### src/rtl/counter_pkg.sv
// Shared definitions for the bounded step counter: mode encodings and direction values.
package counter_pkg;

    localparam logic [1:0] MODE_WRAP   = 2'b00;
    localparam logic [1:0] MODE_SAT    = 2'b01;
    localparam logic [1:0] MODE_BOUNCE = 2'b10;

    localparam logic DIR_UP = 1'b1;
    localparam logic DIR_DN = 1'b0;

endpackage

### src/rtl/counter_next_calc.sv
// Combinational next-state for the bounded step counter: one enabled step
// in wrap, saturate or bounce mode, with a flag when a bound is hit.
module counter_next_calc
    import counter_pkg::*;
#(
    parameter int WIDTH = 8,
    parameter int MIN   = 10,
    parameter int MAX   = 40,
    parameter int STEP  = 1
) (
    input  logic [WIDTH-1:0] count,
    input  logic             dir,
    input  logic [1:0]       mode,
    output logic [WIDTH-1:0] next_count,
    output logic             next_dir,
    output logic             bound_evt
);

    localparam logic [WIDTH:0]   MIN_X  = (WIDTH+1)'(MIN);
    localparam logic [WIDTH:0]   MAX_X  = (WIDTH+1)'(MAX);
    localparam logic [WIDTH:0]   STEP_X = (WIDTH+1)'(STEP);
    localparam logic [WIDTH-1:0] MIN_W  = WIDTH'(MIN);
    localparam logic [WIDTH-1:0] MAX_W  = WIDTH'(MAX);

    logic [WIDTH:0] up_sum;
    logic [WIDTH:0] dn_diff;
    logic           dn_under;
    logic           hit_hi_sat;
    logic           hit_lo_sat;

    // One extra bit keeps overflow past 2**WIDTH-1 and borrow below zero visible.
    assign up_sum     = {1'b0, count} + STEP_X;
    assign dn_diff    = {1'b0, count} - STEP_X;
    assign dn_under   = dn_diff[WIDTH];
    assign hit_hi_sat = (up_sum >= MAX_X);
    assign hit_lo_sat = dn_under || (dn_diff <= MIN_X);

    always_comb begin
        next_count = count;
        next_dir   = dir;
        bound_evt  = 1'b0;
        case (mode)
            MODE_SAT: begin
                if (dir == DIR_UP) begin
                    next_count = hit_hi_sat ? MAX_W : up_sum[WIDTH-1:0];
                    bound_evt  = hit_hi_sat;
                end else begin
                    next_count = hit_lo_sat ? MIN_W : dn_diff[WIDTH-1:0];
                    bound_evt  = hit_lo_sat;
                end
            end
            MODE_BOUNCE: begin
                if (dir == DIR_UP) begin
                    next_count = hit_hi_sat ? MAX_W : up_sum[WIDTH-1:0];
                    next_dir   = hit_hi_sat ? DIR_DN : DIR_UP;
                    bound_evt  = hit_hi_sat;
                end else begin
                    next_count = hit_lo_sat ? MIN_W : dn_diff[WIDTH-1:0];
                    next_dir   = hit_lo_sat ? DIR_UP : DIR_DN;
                    bound_evt  = hit_lo_sat;
                end
            end
            default: begin
                if (dir == DIR_UP) begin
                    bound_evt  = (up_sum > MAX_X);
                    next_count = bound_evt ? MIN_W : up_sum[WIDTH-1:0];
                end else begin
                    bound_evt  = dn_under || (dn_diff < MIN_X);
                    next_count = bound_evt ? MAX_W : dn_diff[WIDTH-1:0];
                end
            end
        endcase
    end

endmodule

### src/rtl/bounded_step_counter.sv
// Bounded up/down counter with wrap/saturate/bounce modes, load and terminal-count pulse.
// Define BOUNDED_STEP_COUNTER_LOAD_CLAMP_EN to clamp out-of-range loads to the nearest bound.
module bounded_step_counter
    import counter_pkg::*;
#(
    parameter int WIDTH = 8,
    parameter int MIN   = 10,
    parameter int MAX   = 40,
    parameter int STEP  = 1
) (
    input  logic             clk,
    input  logic             rst,
    input  logic             en,
    input  logic             load,
    input  logic [WIDTH-1:0] data,
    input  logic             u_d,
    input  logic [1:0]       mode,
    output logic [WIDTH-1:0] count,
    output logic             dir,
    output logic             tc,
    output logic             load_err
);

    localparam logic [WIDTH-1:0] MIN_W = WIDTH'(MIN);
    localparam logic [WIDTH-1:0] MAX_W = WIDTH'(MAX);

    logic             dir_eff;
    logic [WIDTH-1:0] next_count;
    logic             next_dir;
    logic             bound_evt;
    logic             data_ok;

    // Bounce follows its own direction register; the other modes follow u_d.
    assign dir_eff = (mode == MODE_BOUNCE) ? dir : u_d;
    assign data_ok = (int'(data) >= MIN) && (int'(data) <= MAX);

    counter_next_calc #(
        .WIDTH (WIDTH),
        .MIN   (MIN),
        .MAX   (MAX),
        .STEP  (STEP)
    ) u_next (
        .count      (count),
        .dir        (dir_eff),
        .mode       (mode),
        .next_count (next_count),
        .next_dir   (next_dir),
        .bound_evt  (bound_evt)
    );

    always_ff @(posedge clk or posedge rst) begin
        if (rst) begin
            count    <= MIN_W;
            dir      <= DIR_UP;
            tc       <= 1'b0;
            load_err <= 1'b0;
        end else if (load) begin
            tc <= 1'b0;
            if (data_ok) begin
                count    <= data;
                load_err <= 1'b0;
            end else begin
                load_err <= 1'b1;
`ifdef BOUNDED_STEP_COUNTER_LOAD_CLAMP_EN
                count    <= (int'(data) < MIN) ? MIN_W : MAX_W;
`else
                count    <= MIN_W;
`endif
            end
        end else if (en) begin
            count    <= next_count;
            dir      <= next_dir;
            tc       <= bound_evt;
            load_err <= 1'b0;
        end else begin
            tc       <= 1'b0;
            load_err <= 1'b0;
        end
    end

endmodule

### config.mk
export PLATFORM = sky130hd
export DESIGN_NAME = bounded_step_counter
export DESIGN_NICKNAME = d
export VERILOG_FILES = /design/src/rtl/counter_pkg.sv /design/src/rtl/counter_next_calc.sv /design/src/rtl/bounded_step_counter.sv
export SDC_FILE = /design/constraint.sdc
export NUM_CORES = 1
export LEC_CHECK = 0
export BUFFER_PORTS_ARGS = -buffer_cell sky130_fd_sc_hd__buf_2
export CAP_MARGIN = 20
export CORE_ASPECT_RATIO = 0.8
export CORE_MARGIN = 3
export CORE_UTILIZATION = 40
export CTS_BUF_LIST = sky130_fd_sc_hd__clkbuf_8
export DETAILED_ROUTE_END_ITERATION = 12
export GPL_TIMING_DRIVEN = 0
export REMOVE_ABC_BUFFERS = 1
export SYNTH_ARGS = -nofsm -noshare
export SYNTH_HDL_FRONTEND = slang
export SYNTH_SLANG_ARGS = --single-unit
### constraint.sdc
create_clock -name clk -period 2.9 [get_ports clk]
set_input_delay 0.29 -clock clk [delete_from_list [all_inputs] [get_ports clk]]
set_output_delay 0.29 -clock clk [all_outputs]
set_load 0.01 [all_outputs]
==> metrics.yaml, run 1 <==
status:
  status: "complete, no violations"
cells_and_area:
  drive_gt1_share_pct: 24.08
  final_area_um2: 1480
  final_core_util_pct: 47.28
  finalNonFillerCells: 231
  n_antenna_cell: 0
  finish.net_count: 211
  area_delta_synth_final_pct: 10.87
synthesis:
  avgSynthCellArea_um2: 7.629
  ys_async_sr_fraction_pct: 100.0
  syn_inst: 175
  yosysTopAreaCell: "dfrtp_1"
  synth-seq-cells: 11
  yosysWarnings: 0
  synthesis.area_um2: 1335
  seq_area_frac_synth_pct: 20.90
  synth_top_area_share_pct: 15.00
  synthDistinctLibCells: 61
  synth-edff-count: 0
  synth_flop_cell: "dfrtp_1"
  synth_top_cells_by_area: "dfrtp_1 (15%), dfstp_2 (5.9%), a21oi_1 (5.6%)"
  yosysMostFrequentCell: "nor2_1"
  synth_commonest_cells: "nor2_1 (18), a21oi_1 (15), nand2_1 (14), o21ai_0 (10)"
routing:
  drt-total-wl_um: 3886
  ant_nets: 0
  drcViolationCount: 0
  via_count: 1417
  wl_per_cell_um: 16.82
  firstDrtPassIters: 4
  viasPerCell: 6.134
  drt_iter0_markers: 172
sta:
  maxSlewViolCount: 0
  tightest_slew_ns: 0.6810
  hold_viol_final: 0
  relSlewSlack_pct: 54.60
  fin_skew_ns: 0.001875
  finalCritPeriodShare_pct: 91.98
  setup_violations: 0
  fin_setup_tns_ns: 0
  period_minus_slack_ns: 2.667
  rsz0062_at_grt: "false"
  max_clock_freq_ghz: 0.3749
clock_network:
  postCtsSetupBuffers: 0
  cts_tree: "built"
  clk_latency_ns: 0.24
  clock_sinks: 11
  clock_path_buffers: 2
  holdBufCountCts: 0
  cts_buffers: 3
  cts_resized: 0
  htreeDepth: 1
  clk_pin_slew_ns: 0.05
  cts_root_buf: "clkbuf_8"
hold_path:
  hold_path_class: "input pin to asynchronous set/reset pin"
flow_run:
  maxCapViolations: 0
worst_setup_path:
  rr_worst_depth: 8
  cp.depth: 8
  rrSetupSlack_ns: 0.23
  crit_buf_inv: 1
  slowest_stage: "dfrtp_1"
  cp-start-kind: "register"
  worstReg2RegStart: "count[0]"
  critPathLaunch: "count[0]"
  crit_family: "simple AND/OR/NAND/NOR gates"
  critPathRequiredTime_ns: 3.01
  crit_end: "count[0]"
  arrival_ns: 2.78
  path_cells: "inv_1 -> ha_1 -> nor4_2 -> nor3_2 -> nor3_1 -> a21oi_1 -> o2111ai_1 -> o311ai_1"
  max_stage_delay_ns: 0.59
  critPathKind: "register to register"
  endpoint_kind: "register"
  crit_fanout: 12
  r2r-end: "count[0]"
global_route:
  grt.overflow.total: 0
  grtUsageTotal_pct: 19.92
  antenna_found_initial: 0
  grt_max_degree: 19
  grt_pass1_vias: 1326
  grt_pass1_wl_um: 6499
floorplanning:
  num_rows: 18
  die_w_um: 70.59
  start_util_pct: 42.65
  boundaryPins: 26
  die_h_um: 57.67
  die_area_um2: 4071
  core_um2: 3131
power:
  power.density_nw_per_um2: 467.5
  seqPwrFrac_pct: 31.7
  pwr-share-clk_pct: 22.6
  swShare_pct: 42.47
  ir_drop_v: 0.0002679
  intPower_w: 0.0003981
  p_leak_nw: 0.6304
  combPwrFrac_pct: 45.7
  total_switching_power_w: 0.0002938
place:
  post_dp_cell_area_um2: 1435
  io_buffers: 25
  place_inst: 227
  hpwl_um: 2872
  globalplace.congestion: 0.9746
==> state kept, by name, summed over array words and instances, names as in the netlist <==
name and flops:
tc 1, count 8, dir 1, load_err 1
==> routing by layer <==
metal	track usage [%]	routed length [um]	up-vias
met2	29.20	1652	70
met1	30.22	1882	666
met5	0	0	-
met4	4.558	19	0
met3	3.986	333	2
li1	-	-	679
==> worst register-to-register path, stage by stage, from the launching register on <==
cell       delay [ns]
dfrtp_1          0.59
inv_1            0.15
ha_1             0.39
nor4_2           0.41
nor3_2           0.15
nor3_1           0.36
a21oi_1          0.18
o2111ai_1        0.19
o311ai_1         0.11
==> kinds of logic after synthesis <==
| kind of cell | synth area share (%) |
|---|---|
| buffers and inverters | 8.153 |
| XOR/XNOR | 4.592 |
| AND/OR/NAND/NOR | 30.65 |
| flip-flops | 20.90 |
| adder cells (fa/ha/maj) | 3.749 |
| AO/OA/AOI/OAI | 31.96 |
==> how the worst min path moves through the flow <==
stage,slack (ns),cells after the start,end
floorplan,0.14,1,count[0]
global placement,0.29,2,count[4]
detailed placement,0.31,2,count[4]
CTS,0.05,2,count[4]
global route,0.08,2,count[4]
finish,0.03,2,count[4]
==> cell usage in the layout (no fill, tap or decap), drive strengths merged, types with 4 or more instances in the layout <==
cell type and n:
nor3 10, nand3 6, dfrtp 8, a31oi 5, ha 4, xnor2 4, nand2 15, nor2 18
o31ai 4, o21ai 13, inv 10, a21oi 16, buf 25
==> metrics by stage <==
step / hold slack (ns) / power [W] / setup WS [ns]
6_report: 0.03425 / 0.0006919 / 0.2325
5_1_grt: 0.07920 / 0.0007361 / 0.04238
4_1_cts: 0.05210 / 0.0006890 / 0.2303
3_5_place_dp: 0.3058 / 0.0005322 / 0.2659
3_3_place_gp: 0.2918 / 0.0005272 / 0.3155
2_1_floorplan: 0.1403 / 0.0004392 / 0.6761
==> power by group through the flow <==
stage	logic (W)	registers [W]	clock network, W
6_report	0.000316	0.000220	0.000156
5_1_grt	0.000345	0.000226	0.000165
4_1_cts	0.000313	0.000220	0.000156
3_5_place_dp	0.000311	0.000222	0
3_3_place_gp	0.000306	0.000222	0
2_1_floorplan	0.000225	0.000214	0
==> final cells by class <==
type,instances,area (um^2)
fillers,315,1650
repair buffers,25,125.1
multi-input cells,142,947.2
clock buffers,3,41.29
inverters,9,33.78
clock inverters,1,3.754
well taps,40,50.05
flip-flops and latches,11,279.0
Note: power is estimated with default switching activity, not from simulation.
==> run 2, diff against run 1 <==
--- a/config.mk
+++ b/config.mk
@@ -7,12 +7,13 @@
 export LEC_CHECK = 0
 export BUFFER_PORTS_ARGS = -buffer_cell sky130_fd_sc_hd__buf_2
 export CAP_MARGIN = 20
-export CORE_ASPECT_RATIO = 0.8
+export CORE_ASPECT_RATIO = 1.2
 export CORE_MARGIN = 3
 export CORE_UTILIZATION = 40
 export CTS_BUF_LIST = sky130_fd_sc_hd__clkbuf_8
 export DETAILED_ROUTE_END_ITERATION = 12
 export GPL_TIMING_DRIVEN = 0
+export HOLD_SLACK_MARGIN = 0.05
 export REMOVE_ABC_BUFFERS = 1
 export SYNTH_ARGS = -nofsm -noshare
 export SYNTH_HDL_FRONTEND = slang
==> run 2 against run 1 <==
- clock skew down 0.00096 ns
- core utilization hardly changed
- global-route usage shrank 0.12 points
- first-iteration DRC count fell by 66%
- via count fell by 1.1%
- sequential share of layout area about the same
- hold slack better by 0.0053 ns
- combinational power rose by 1%
- routed wire length shrank 1.9%
- worst setup slack gained 0.063 ns
- maximum frequency up 2.4%
==> metrics.yaml, run 2 (synthesis results as in run 1) <==
status:
  status: "complete, no violations"
routing:
  drcViolationCount: 0
  wl_per_cell_um: 16.80
  drt_iter0_markers: 58
  drt-total-wl_um: 3814
  firstDrtPassIters: 4
  ant_nets: 0
  viasPerCell: 6.176
  via_count: 1402
power:
  combPwrFrac_pct: 46.3
  total_switching_power_w: 0.0002915
  power.density_nw_per_um2: 466.2
  pwr-share-clk_pct: 22.1
  seqPwrFrac_pct: 31.7
  intPower_w: 0.0004002
  p_leak_nw: 0.6329
  swShare_pct: 42.14
  totalPowerFinal_w: 0.0006918
  ir_drop_v: 0.0003167
cells_and_area:
  fillers: 338
  largest-register: "count"
  largest_register_ffs: 8
  layout_commonest_cell: "buf_2"
  n_antenna_cell: 0
  area_delta_synth_final_pct: 11.15
  final_core_util_pct: 47.29
  drive_gt1_share_pct: 24.08
  layout_common_cells: "buf_2 (25), nor2_1 (18), a21oi_1 (15)"
  finish.net_count: 211
clock_network:
  clock_sinks: 11
  cts_buffers: 3
  cts_root_buf: "clkbuf_8"
  clk_latency_ns: 0.24
  clock_path_buffers: 2
  cts_tree: "built"
  htreeDepth: 1
  clk_pin_slew_ns: 0.05
place:
  globalplace.congestion: 0.9183
  hpwl_um: 2927
  pre_cts_ws_ns: 0.2128
  io_buffers: 25
sta:
  fin_skew_ns: 0.0009175
  setup_violations: 0
  finalCritPeriodShare_pct: 89.82
  rsz0062_at_grt: "false"
  maxSlewViolCount: 0
  fin_ws_ns: 0.2951
  tightest_slew_ns: 0.6271
  relSlewSlack_pct: 58.20
  fin_setup_tns_ns: 0
  max_clock_freq_ghz: 0.3839
  hold_viol_final: 0
  period_minus_slack_ns: 2.605
  whs_ns: 0.03957
worst_setup_path:
  slowest_stage: "dfrtp_1"
  r2r-end: "count[0]"
  crit_family: "compound AO/OA/AOI/OAI gates"
  worstReg2RegStart: "count[0]"
  max_stage_delay_ns: 0.59
  rr_worst_depth: 9
  endpoint_kind: "register"
  crit_buf_inv: 1
  path_cells: "inv_1 -> ha_1 -> nand2b_1 -> a21oi_2 -> o32ai_2 -> a31oi_2 -> a21oi_1 -> o2111ai_1 -> o311ai_1"
  rrSetupSlack_ns: 0.30
  crit_fanout: 12
  critPathRequiredTime_ns: 3.01
  arrival_ns: 2.71
  critPathKind: "register to register"
  cp-start-kind: "register"
hold_path:
  hold_path_class: "input pin to asynchronous set/reset pin"
floorplanning:
  die_w_um: 58.74
  die_h_um: 69.29
  boundaryPins: 26
  num_rows: 22
  core_um2: 3138
  die_area_um2: 4070
  start_util_pct: 42.54
global_route:
  grt_pass1_wl_um: 6382
  grtUsageTotal_pct: 19.80
  grt_max_degree: 19
  antenna_found_initial: 0
  grt_pass1_vias: 1385
  grt.overflow.total: 0
flow_run:
  maxCapViolations: 0
## run 2: cell types whose count changed in the layout (fill, tap and decap cells not counted)
cell	before	now
nor4_2	1	0
nor4_4	1	2
## run 2: routing by layer
| metal | track usage [%] | part of all wire [%] | wire length [um] |
|---|---|---|---|
| met2 | 31.94 | 49 | 1885 |
| met3 | 2.421 | 4.2 | 160 |
| met5 | 0 | 0 | 0 |
| met1 | 24.71 | 43 | 1633 |
| met4 | 11.08 | 3.5 | 135 |
## run 2: per-stage QoR
step           std cells  area, um^2
6_report             227        1484
5_1_grt              227        1484
4_1_cts              227        1475
3_5_place_dp         223        1430
3_3_place_gp         223        1430
2_1_floorplan        162        1260
## run 2: how the worst max path moves through the flow
stage          startpoint  endpoint  slack, ns  cells after the start
6_report         count[0]  count[0]       0.30                      9
5_1_grt          count[0]  count[0]       0.03                      9
4_1_cts          count[0]  count[0]       0.19                      8
3_5_place_dp     count[0]  count[0]       0.21                      8
3_3_place_gp     count[1]  count[0]       0.27                      8
2_1_floorplan    count[1]  count[0]       0.68                      8
## run 2: area by class of cell
class	instances	area [um^2]	area share, %
clock inverters	1	3.754	0.2530
clock buffers	3	41.29	2.782
well taps	36	45.04	3.035
flip-flops and latches	11	279.0	18.80
repair buffers	25	125.1	8.432
inverters	9	33.78	2.277
multi-input cells	142	955.9	64.42
## run 2: power by group through the flow
| stage | Clock [W] | Sequential, W | Combinational, W |
|---|---|---|---|
| 2_1_floorplan | 0 | 0.000214 | 0.000225 |
| 3_3_place_gp | 0 | 0.000219 | 0.000309 |
| 3_5_place_dp | 0 | 0.000220 | 0.000315 |
| 4_1_cts | 0.000155 | 0.000217 | 0.000317 |
| 5_1_grt | 0.000162 | 0.000223 | 0.000355 |
| 6_report | 0.000153 | 0.000219 | 0.000320 |
## run 2: what timing repair did
action	in CTS	in global routing
hold buffers	0	0
endpoints found under the setup margin	0	1
resized for setup	0	1
hold endpoints to repair	0	0
buffers inserted	0	0
==> run 3, diff against run 2 <==
--- a/config.mk
+++ b/config.mk
@@ -5,6 +5,7 @@
 export SDC_FILE = /design/constraint.sdc
 export NUM_CORES = 1
 export LEC_CHECK = 0
+export ABC_AREA = 1
 export BUFFER_PORTS_ARGS = -buffer_cell sky130_fd_sc_hd__buf_2
 export CAP_MARGIN = 20
 export CORE_ASPECT_RATIO = 1.2
==> run 3 against run 2 <==
- final area rose by 1.9%
- non-clock buffer count grew 1
- die area is 1.0% lower
- cell count increased by 19%
- maximum frequency rose by 23%
- sequential cell count is the same
- area after synthesis shrank 1.1%
- synthesized cell count is 19% higher
- core utilization grew 1.3 points
==> metrics.yaml, run 3 <==
power:
  totalPowerFinal_w: 0.0006668
  seqPwrFrac_pct: 31.9
  power.density_nw_per_um2: 441.2
  total_switching_power_w: 0.0002873
  intPower_w: 0.0003795
  ir_drop_v: 0.0003897
  p_leak_nw: 0.7980
  combPwrFrac_pct: 46.4
  pwr-share-clk_pct: 21.7
  swShare_pct: 43.08
synthesis:
  synth_compound_area_share_pct: 8.910
  seq_area_frac_synth_pct: 21.14
  synth_top_cells_by_area: "nand2_1 (17%), dfrtp_1 (15%), inv_1 (7.7%)"
  synth_flop_cell: "dfrtp_1"
  yosysWarnings: 0
  yosysMostFrequentCell: "nand2_1"
  synth_commonest_cells: "nand2_1 (61), inv_1 (27), nor2_1 (22), nand3_1 (18), nand3_2 (10)"
  avgSynthCellArea_um2: 6.316
  yosysTopAreaCell: "nand2_1"
  synth-xor-area-share_pct: 1.327
  synth_top_family_by_area: "simple AND/OR/NAND/NOR gates"
  synth-seq-cells: 11
  muxShareOfSynthArea_pct: 0
  synthSimpleGateAreaFrac_pct: 53.18
  ys_async_sr_fraction_pct: 100.0
  syn_inst: 209
  synthDistinctLibCells: 28
  synth-edff-count: 0
  synth_top_area_share_pct: 17.35
  yosys.area_share.adder_pct: 3.791
  synthesis.area_um2: 1320
cells_and_area:
  multi_input_area_um2: 887.1
  drive_gt1_share_pct: 26.92
  seqCellArea_um2: 279.0
  finish.net_count: 254
  area_delta_synth_final_pct: 14.50
  layout_commonest_cell: "nand2_1"
  n_antenna_cell: 0
  largest_register_ffs: 8
  largest-register: "count"
  final_area_um2: 1511
  layout_common_cells: "nand2_1 (61), inv_1 (28), buf_2 (25)"
  fillers: 339
  final_core_util_pct: 48.59
worst_setup_path:
  endpoint_kind: "register"
  max_stage_delay_ns: 0.66
  critPathLaunch: "count[1]"
  critPathKind: "register to register"
  crit_family: "simple AND/OR/NAND/NOR gates"
  arrival_ns: 2.23
  cp-start-kind: "register"
  crit_fanout: 8
  worstReg2RegStart: "count[1]"
  worst_path_most_repeated_cell: "nand2_1"
  path_cells: "inv_1 -> ha_1 -> nand3_1 -> a21oi_1 -> nand3_2 -> nand3_2 -> inv_2 -> nand2_1 -> nand2_1 -> nand2_1 -> nand3_1"
  crit_buf_inv: 2
  slowest_stage: "dfstp_2"
  critPathRequiredTime_ns: 3.01
floorplanning:
  boundaryPins: 26
  die_h_um: 68.93
  die_area_um2: 4028
  die_w_um: 58.44
  start_util_pct: 42.44
  core_um2: 3110
  num_rows: 22
hold_path:
  min_from: "data[1]"
  hold_path_class: "input pin to register"
routing:
  viasPerCell: 4.867
  wl_per_cell_um: 11.56
  firstDrtPassIters: 4
  via_count: 1314
  ant_nets: 0
  drcViolationCount: 0
  drt-total-wl_um: 3122
  drt_iter0_markers: 29
place:
  globalplace.congestion: 0.8273
  post_dp_cell_area_um2: 1456
  io_buffers: 25
  hpwl_um: 2587
flow_run:
  maxCapViolations: 0
clock_network:
  clk_latency_ns: 0.23
  cts_root_buf: "clkbuf_8"
  clk_pin_slew_ns: 0.05
  clock_sinks: 11
  postCtsSetupBuffers: 0
  cts_buffers: 3
  holdBufCountCts: 1
  cts_tree: "built"
  cts_resized: 0
  htreeDepth: 1
  clock_path_buffers: 2
sta:
  max_clock_freq_ghz: 0.4726
  finalCritPeriodShare_pct: 72.96
  rsz0062_at_grt: "false"
  fin_setup_tns_ns: 0
  tightest_slew_ns: 0.4929
  hold_viol_final: 0
  fin_skew_ns: 0.001240
  period_minus_slack_ns: 2.116
  maxSlewViolCount: 0
  setup_violations: 0
  relSlewSlack_pct: 67.14
global_route:
  grt_max_degree: 12
  grt_pass1_wl_um: 5112
  grtUsageTotal_pct: 16.39
  antenna_found_initial: 0
  grt.overflow.total: 0
  grt_pass1_vias: 1158
status:
  status: "complete, no violations"
-- run 3: power groups by stage --
stage	Clock, W	Sequential [W]	Combinational (W)
CTS	0.000150	0.000212	0.000311
global placement	0	0.000215	0.000309
finish	0.000145	0.000212	0.000309
global route	0.000158	0.000216	0.000355
detailed placement	0	0.000214	0.000308
floorplan	0	0.000213	0.000229
-- run 3: final cells by class --
type,instances,area share (%)
clock inverter,1,0.2483
timing repair buffer,26,8.940
inverter,32,7.947
tap,36,2.980
clock buffer,3,2.732
sequential,11,18.46
multi-input combinational,161,58.69
-- run 3: worst paths after layout --
kind / cells past startpoint / endpoint / slack [ns]
min in group asynchronous: 3 / load_err / 0.59
hold / removal: 3 / count[1] / 0.31
hold reg to reg: 2 / dir / 0.54
max in group asynchronous: 3 / count[3] / 1.98
setup reg to reg: 11 / count[4] / 0.78
setup / recovery: 11 / count[4] / 0.78
-- run 3: metal layers --
layer / GRT usage [%] / share of wire (%)
met2: 28.91 / 48
met3: 0.7449 / 2.7
met4: 6.957 / 2.0
met1: 20.70 / 47
met5: 0 / 0
-- run 3: worst min-delay path, stage by stage --
cell and delay, ns:
buf_2 0.08, a221oi_1 0.07, nand2_1 0.07
-- run 3: per-stage QoR --
stage | hold WS (ns) | cells | worst slack, ns
6_report | 0.3110 | 270 | 0.7842
5_1_grt | 0.3362 | 270 | 0.5861
4_1_cts | 0.3109 | 270 | 0.7874
3_5_place_dp | 0.2997 | 265 | 0.8012
3_3_place_gp | 0.2965 | 265 | 0.7778
2_1_floorplan | 0.1403 | 204 | 1.029
-- run 3: cell families after synthesis --
kind of cell	after synthesis
XOR/XNOR	2
flip-flops	11
AO/OA/AOI/OAI	20
buffers and inverters	37
AND/OR/NAND/NOR	135
adder cells (fa/ha/maj)	4
